$ cat config.mk
export PLATFORM = sky130hd
export DESIGN_NAME = iir_coeff_bank
export DESIGN_NICKNAME = d
export VERILOG_FILES = /design/src/rtl/iir_coeff_bank.sv
export SDC_FILE = /design/constraint.sdc
export NUM_CORES = 2
export LEC_CHECK = 0
export BUFFER_PORTS_ARGS = -buffer_cell sky130_fd_sc_hd__buf_2
export CAP_MARGIN = 30
export CELL_PAD_IN_SITES_DETAIL_PLACEMENT = 1
export CELL_PAD_IN_SITES_GLOBAL_PLACEMENT = 2
export CORE_ASPECT_RATIO = 1.25
export CORE_MARGIN = 2
export CORE_UTILIZATION = 45
export CTS_BUF_LIST = sky130_fd_sc_hd__clkbuf_4
export CTS_CLUSTER_SIZE = 16
export DETAILED_ROUTE_END_ITERATION = 10
export PLACE_DENSITY_LB_ADDON = 0.1
export SYNTH_ARGS = -nofsm -noshare
export SYNTH_HDL_FRONTEND = slang
export SYNTH_SLANG_ARGS = --single-unit
$ cat constraint.sdc
create_clock -name clk -period 3.1 [get_ports clk]
set_clock_uncertainty 0.15 [all_clocks]
set_input_delay 0.93 -clock clk [delete_from_list [all_inputs] [get_ports clk]]
set_output_delay 0.93 -clock clk [all_outputs]
set_load 0.03 [all_outputs]
$ cat src/rtl/iir_coeff_bank.sv
// iir_coeff_bank: double-buffered biquad coefficient store.
// Host edits land in the shadow bank; the datapath reads the active bank.
// A swap promotes the shadow on a frame boundary, then the new active set is
// copied back into the shadow so further edits start from the live values.
module iir_coeff_bank #(
    parameter int COEFF_W = 24,
    parameter int N_SECT  = 4,
    parameter int ADDR_W  = 5,
    parameter logic [N_SECT*5*COEFF_W-1:0] INIT_TABLE = {
        24'h31375C, 24'h3EB56E, 24'h25EA25, 24'h3DD8F8, 24'h25EA25,
        24'h1CBBC1, 24'h36A26E, 24'h25EA25, 24'h41835C, 24'h25EA25,
        24'h109A47, 24'h33BC62, 24'h25EA25, 24'h470B14, 24'h25EA25,
        24'h0AD744, 24'h32FD14, 24'h25EA25, 24'h4B38E9, 24'h25EA25}
) (
    input  logic               clk,
    input  logic               rst_n,
    input  logic               wr_valid,
    output logic               wr_ready,
    input  logic [ADDR_W-1:0]  wr_addr,
    input  logic [COEFF_W-1:0] wr_data,
    output logic               wr_err,
    input  logic               rd_en,
    input  logic [ADDR_W-1:0]  rd_addr,
    output logic [COEFF_W-1:0] rd_data,
    output logic               rd_valid,
    input  logic               swap_req,
    input  logic               frame_start,
    output logic               swap_pending,
    output logic               swap_done,
    output logic               bank_sel
);

    localparam int N_ENT = N_SECT * 5;
    localparam logic [ADDR_W:0]   N_ENT_W  = (ADDR_W+1)'(N_ENT);
    localparam logic [ADDR_W-1:0] LAST_IDX = ADDR_W'(N_ENT - 1);

    typedef enum logic [1:0] {IDLE, PENDING, COPY} state_t;

    state_t              state_reg;
    logic [ADDR_W-1:0]   idx_reg;
    logic                bank_sel_reg;
    logic                wr_ready_reg;
    logic                wr_err_reg;
    logic                swap_pending_reg;
    logic                swap_done_reg;
    logic                rd_valid_reg;
    logic [COEFF_W-1:0]  rd_data_reg;

    logic [COEFF_W-1:0]  bank0 [N_ENT];
    logic [COEFF_W-1:0]  bank1 [N_ENT];

    logic wr_fire;
    logic wr_in_range;
    logic rd_in_range;
    logic copying;

    assign wr_fire     = wr_valid && wr_ready_reg;
    assign wr_in_range = {1'b0, wr_addr} < N_ENT_W;
    assign rd_in_range = {1'b0, rd_addr} < N_ENT_W;
    assign copying     = (state_reg == COPY);

    // Per-entry storage. The shadow bank is the one bank_sel does not point at;
    // it takes either a host write or, during copy-back, the active entry.
    // Host writes and copy-back never coincide because wr_ready is low in COPY.
    for (genvar gi = 0; gi < N_ENT; gi++) begin : gen_ent
        logic [COEFF_W-1:0] e0_reg;
        logic [COEFF_W-1:0] e1_reg;
        logic               hit;

        assign hit = (wr_fire && wr_in_range && (wr_addr == ADDR_W'(gi))) ||
                     (copying && (idx_reg == ADDR_W'(gi)));

        // Shadow entry update from host write or copy-back
        always_ff @(posedge clk or negedge rst_n) begin
            if (!rst_n) begin
                e0_reg <= INIT_TABLE[gi*COEFF_W +: COEFF_W];
                e1_reg <= INIT_TABLE[gi*COEFF_W +: COEFF_W];
            end else if (hit) begin
                if (bank_sel_reg)
                    e0_reg <= copying ? e1_reg : wr_data;
                else
                    e1_reg <= copying ? e0_reg : wr_data;
            end
        end

        assign bank0[gi] = e0_reg;
        assign bank1[gi] = e1_reg;
    end

    // Swap control: IDLE -> (PENDING) -> COPY -> IDLE, with registered flags
    always_ff @(posedge clk or negedge rst_n) begin
        if (!rst_n) begin
            state_reg        <= IDLE;
            idx_reg          <= '0;
            bank_sel_reg     <= 1'b0;
            wr_ready_reg     <= 1'b1;
            swap_pending_reg <= 1'b0;
            swap_done_reg    <= 1'b0;
        end else begin
            swap_done_reg <= 1'b0;
            case (state_reg)
                IDLE: begin
                    if (swap_req) begin
                        wr_ready_reg <= 1'b0;
                        if (frame_start) begin
                            bank_sel_reg <= ~bank_sel_reg;
                            idx_reg      <= '0;
                            state_reg    <= COPY;
                        end else begin
                            swap_pending_reg <= 1'b1;
                            state_reg        <= PENDING;
                        end
                    end
                end
                PENDING: begin
                    if (frame_start) begin
                        bank_sel_reg     <= ~bank_sel_reg;
                        swap_pending_reg <= 1'b0;
                        idx_reg          <= '0;
                        state_reg        <= COPY;
                    end
                end
                COPY: begin
                    if (idx_reg == LAST_IDX) begin
                        state_reg     <= IDLE;
                        wr_ready_reg  <= 1'b1;
                        swap_done_reg <= 1'b1;
                        idx_reg       <= '0;
                    end else begin
                        idx_reg <= idx_reg + ADDR_W'(1);
                    end
                end
                default: begin
                    state_reg        <= IDLE;
                    wr_ready_reg     <= 1'b1;
                    swap_pending_reg <= 1'b0;
                end
            endcase
        end
    end

    // Flag a dropped write whose address falls outside the table
    always_ff @(posedge clk or negedge rst_n) begin
        if (!rst_n)
            wr_err_reg <= 1'b0;
        else
            wr_err_reg <= wr_fire && !wr_in_range;
    end

    // Registered read of the active bank; data holds when no strobe
    always_ff @(posedge clk or negedge rst_n) begin
        if (!rst_n) begin
            rd_data_reg  <= '0;
            rd_valid_reg <= 1'b0;
        end else begin
            rd_valid_reg <= rd_en;
            if (rd_en) begin
                if (!rd_in_range)
                    rd_data_reg <= '0;
                else if (bank_sel_reg)
                    rd_data_reg <= bank1[rd_addr];
                else
                    rd_data_reg <= bank0[rd_addr];
            end
        end
    end

    assign wr_ready     = wr_ready_reg;
    assign wr_err       = wr_err_reg;
    assign rd_data      = rd_data_reg;
    assign rd_valid     = rd_valid_reg;
    assign swap_pending = swap_pending_reg;
    assign swap_done    = swap_done_reg;
    assign bank_sel     = bank_sel_reg;

endmodule

* Word-level counts from Yosys, hierarchy flattened
Index checks and enable logic that the tools add are counted.
** Storage, ports and cells
- Register bits after elaboration :: 997
- Bits in latches :: 0
- Bits in writable memories :: 0
- Memory bits (read-only) :: 0
- Input port bits :: 40
- Output and inout port bits :: 30
- Word-level logic and storage cells :: 284
- Memories :: 0
** Operators by class
- Add/subtract/negate cells :: 1
- $mul :: 0
- Divide/modulo/power cells :: 0
- Order comparisons :: 3
- Equality and inequality tests :: 44
- Shift-type cells :: 0
- Mux-type cells :: 69
- Bitwise gates (word level) :: 4
- Reduce and logical (&&, ||, !) cells :: 114
** Operator list (number)
- $mux 24 :: 46
- $bmux 24 s5 :: 2
- $reduce_and 2->1 :: 42
- $eq 5x4->1 const B :: 16
- $logic_and 1x1->1 :: 43
- $eq 5x3->1 const B :: 8
- $eq 5x5->1 const B :: 8
- $eq 5x2->1 const B :: 4
- $logic_or 1x1->1 :: 20
- $mux 5 :: 3
- $pmux 5 s3 :: 1
- $eq 5x1->1 const B :: 2
- $logic_not 5->1 :: 2
- $lt 5x5->1 const B :: 2
- $mux 1 :: 9
- $mux 2 :: 4
- $ge 6x6->1 const B :: 1
- $ne 2x2->1 const B :: 3
- $not 5->6 :: 1
- $pmux 1 s3 :: 2
- $pmux 2 s3 :: 1
- $reduce_and 3->1 :: 2
- $add 5x1->5 const B :: 1
- $reduce_and 4->1 :: 1
- other kinds (9) :: 11

* Logic depth before layout (Yosys ltp)
- Word-level depth :: 6
- Mapped depth :: 9
- Mapped depth without buffers :: 7

* Worst setup path after synthesis
OpenSTA, ideal clock, no wires.
- Kind :: input port to flip-flop
- Start point :: input port wr_addr[3]
- End point :: register gen_ent[8].e0_reg[14]
- Library setup time :: 0.132 ns
- Data arrival time :: 2.216 ns
- Required time :: 2.818 ns
- Setup slack :: 0.602 ns
- Stages on the path :: 8
- Path buffers :: 3
- Cell sequence :: buf_2 nand4b_2 or3_1 a21o_1 buf_2 buf_2 nand2_1 o21ai_1
** Between the ends
- Word-level cells in the longest chain between the ends :: 5
- Elaborated cells between the ends (all ways) :: 6
- Classes of those cells :: 1 x order compare; 1 x eq/ne; 4 x reduce/logical
** Ends and longest elaborated chain
- start, declared :: line 19 : input logic [ADDR_W-1:0] wr_addr,
- $lt 5x5->1 :: line 58 : assign wr_in_range = {1'b0, wr_addr} < N_ENT_W;
- $logic_and 1x1->1 :: line 70 : assign hit = (wr_fire && wr_in_range && (wr_addr == ADDR_W'(gi))) ||
- $logic_and 1x1->1 * :: line 70
- $logic_or 1x1->1 * :: line 70
- $reduce_and 2->1 (no line) *
- end signal, assigned :: line 76 : e0_reg <= INIT_TABLE[gi*COEFF_W +: COEFF_W];
- end signal, assigned :: line 80 : e0_reg <= copying ? e1_reg : wr_data;
- end, declared :: line 66 : logic [COEFF_W-1:0] e0_reg;
Every way passes the cells marked *; elsewhere a longest branch is shown, timed or not.
A chain may end at the register's enable or synchronous reset.

* Worst setup path in the final report
- Start point :: register rd_data_reg[14] (netlist: rd_data[14])
- End point :: output port rd_data[14]
** RTL lines
- start, declared :: line 47 : logic [COEFF_W-1:0] rd_data_reg;
- start signal, assigned :: line 161 : rd_data_reg <= bank1[rd_addr];
- start signal, assigned :: line 163 : rd_data_reg <= bank0[rd_addr];
- end, declared :: line 24 : output logic [COEFF_W-1:0] rd_data,
No word-level cell between the ends.

==> impl_metrics.yaml <==
worst_hold_path:
  worstHoldStart: "wr_addr[3]"
  min_path_type: "in2reg"
  holdPathEnd: "wr_err"
  min_path_cells: 4
floorplan:
  rows: 137
  core_um2: 111000
  die_x_um: 303
  start_util: 0.453
  die_area_um2: 115000
  ios: 70
  die_h_um: 378
setup_path:
  path_delay_family: "flip-flops"
  r2r_setup_slack_ns: 0.33
  rr_startpoint: "bank_sel"
  max_stage_delay_ns: 0.49
  path_class: "reg2out"
  rr_worst_depth: 7
  cp.arrival_ns: 1.92
  critPathBufInv: 1
  worstPathCellList: "buf_6"
  required_ns: 2.02
  setup.worst_path.end_class: "output port"
  path_max_fanout: 2
  start_kind: "flip-flop"
  r2r_end: "rd_data[7]"
  crit_path_top_delay_cell: "dfrtp_2"
synthesis:
  ys_seq_area_frac: 0.507
  synthMostInstantiatedCell: "a21oi_1"
  synthDistinctLibCells: 60
  netlist_instances: 5514
  synth.cell_area_um2: 50400
  yosysTopAreaCell: "dfrtp_1"
  synth_common_cells: "a21oi_1, nand2_1, dfrtp_1"
  synth_ff_type: "dfrtp_1"
  netlist_top_cells_area: "dfrtp_1, dfstp_2, a21oi_1, mux2i_1, nand2_1"
  post-synth-top-area-fraction: 0.270
  synth_seq_cells: 997
  syn_nets: 5559
  async_flop_share: 1.00
  ys_warn_count: 0
  synth_edf_count: 0
  synth_area_per_cell_um2: 9.14
pwr:
  power.density_nw_per_um2: 1040
  ir_drop_mv: 0.632
  p_leak_uw: 0.0242
timing:
  post-route-period-util: 0.968
  setup_slack_ns: 0.0978
  fin_crit_ns: 3.00
  setup_viol: 0
  timing.fmax_mhz: 333
  rsz0062_at_grt: "false"
  whs_ns: 0.138
  slew_viol_final: 0
  finalHoldViolCount: 0
  maxSlewHeadroom: 0.500
  worst_slew_pin_slew_ns: 0.732
  fin_setup_tns_ns: 0
global_route:
  grt_pass1_wl_um: 290000
  track_usage: 0.337
  grt_pass1_vias: 46125
  grt_max_degree: 122
  grt_overflow: 0
  antenna_found_initial: 6
route:
  wl_um: 191000
  via_count: 43918
  drtIter0Drc: 2874
  viasPerCell: 6.03
  remaining_drc_errors: 0
  dr.pass1.iters: 5
  ant_nets: 0
  avgRoutedWirePerCell_um: 26.3
placement:
  gp_congestion: 0.848
  portBuffers: 69
  dpl.cell_count: 6746
  pre_cts_ws_ns: -0.0280
  dpl.hpwl_um: 121000
clock_network:
  clkTransAtPathRegs_ns: 0.07
  cts_buffers: 294
  ctsLongestPathBuffers: 4
  cts_tree: "built"
  cts-root-buf: "clkbuf_4"
  htreeDepth: 5
  clkLatencyLatePin_ns: 1.27
  cts.sinks: 997
cells_and_area:
  fill_cells: 12744
  final_layout_size_suffix_gt1_frac: 0.240
  final_util: 0.517
  multi_input_area_um2: 22500
  fin_nets: 5642
  seq_area_um2: 25500
  area_growth_pct: 14.1
  final_cells: 7278
run_status:
  status: "finished clean"
job:
  drv_cap: 0
cell type report:
type,count,area share
timing repair buffer,342,0.0675
tap,1459,0.0318
clock inverter,40,0.00307
antenna,4,0.000174
inverter,8,0.000523
multi-input combinational,3954,0.391
sequential,997,0.444
clock buffer,474,0.0619
timing repair:
action	4_1_cts	5_1_grt
endpoints found under the hold margin	554	0
resized for setup	39	0
pin swaps	0	0
setup buffers	5	0
gates cloned	2	0
endpoints found under the setup margin	21	1
hold buffers	8	0
routing by layer:
metal / share of wire / wire length, um / global-route usage
met1: 0.41 / 78800 / 0.417
met2: 0.49 / 93400 / 0.564
met3: 0.048 / 9200 / 0.0541
met4: 0.053 / 10100 / 0.177
met5: 0.000047 / 9 / 0
per-stage QoR:
step | power, uW | instance area, um2
after CTS | 60000 | 57500
after floorplan | 38600 | 50400
after global placement | 45500 | 53500
final | 59700 | 57500
after detailed placement | 46500 | 53500
after global routing | 63900 | 57500
where the power goes:
part | internal [uW] | leakage (uW) | switching (uW)
logic | 7970 | 0.0102 | 13000
clock network | 6950 | 0.00226 | 5960
registers | 20600 | 0.0117 | 5200
worst max-delay path by stage:
stage	from	endpoint	slack, ns	cells past startpoint
floorplan	wr_addr[3]	gen_ent[8].e0_reg[14]	0.60	8
global placement	rd_addr[0]	rd_data[1]	0.008	8
detailed placement	rd_addr[0]	rd_data[1]	-0.03	8
CTS	bank_sel	bank_sel	-0.11	2
global route	bank_sel	bank_sel	0.01	1
finish	rd_data[14]	rd_data[14]	0.1	1
cell families (layout without fill, tap and decap cells):
group | count (synthesis) | after routing | share of synthesized area
fa+ha+maj | 5 | 5 | 0.00124
compound gates | 2260 | 2260 | 0.238
flops | 997 | 997 | 0.507
mux | 425 | 425 | 0.0964
other cells | 0 | 4 | 0
simple gates | 1262 | 1262 | 0.102
buf+inv | 563 | 864 | 0.0552
xor+xnor | 2 | 2 | 0.000348
layout by cell type (no fill, tap or decap), types with 6 or more instances in the layout:
cell              n
a21oi_1        1484
nand2_1         558
nor2_1          530
dfrtp_1         528
clkbuf_4        474
dfstp_2         453
mux2i_1         377
o21ai_0         301
o21ai_1         180
a22oi_1         165
buf_4           164
buf_12          105
nand3_1          69
buf_2            52
mux4_2           48
clkinv_1         37
a31oi_1          27
and2_1           17
dfrtp_2          15
a22o_1           14
o22ai_1          14
a2bb2oi_1        14
nor2b_1          13
o21ai_4          12
a21oi_4          12
a211oi_1         11
nor3_1           10
and2_2           10
and3_1            9
o21a_2            8
dlygate4sd3_1     8
inv_1             7
buf_6             7
nand2b_1          6
nor2b_4           6
or3_1             6
a21o_2            6
a2111oi_0         6
Power figures use the tool's default switching activity.
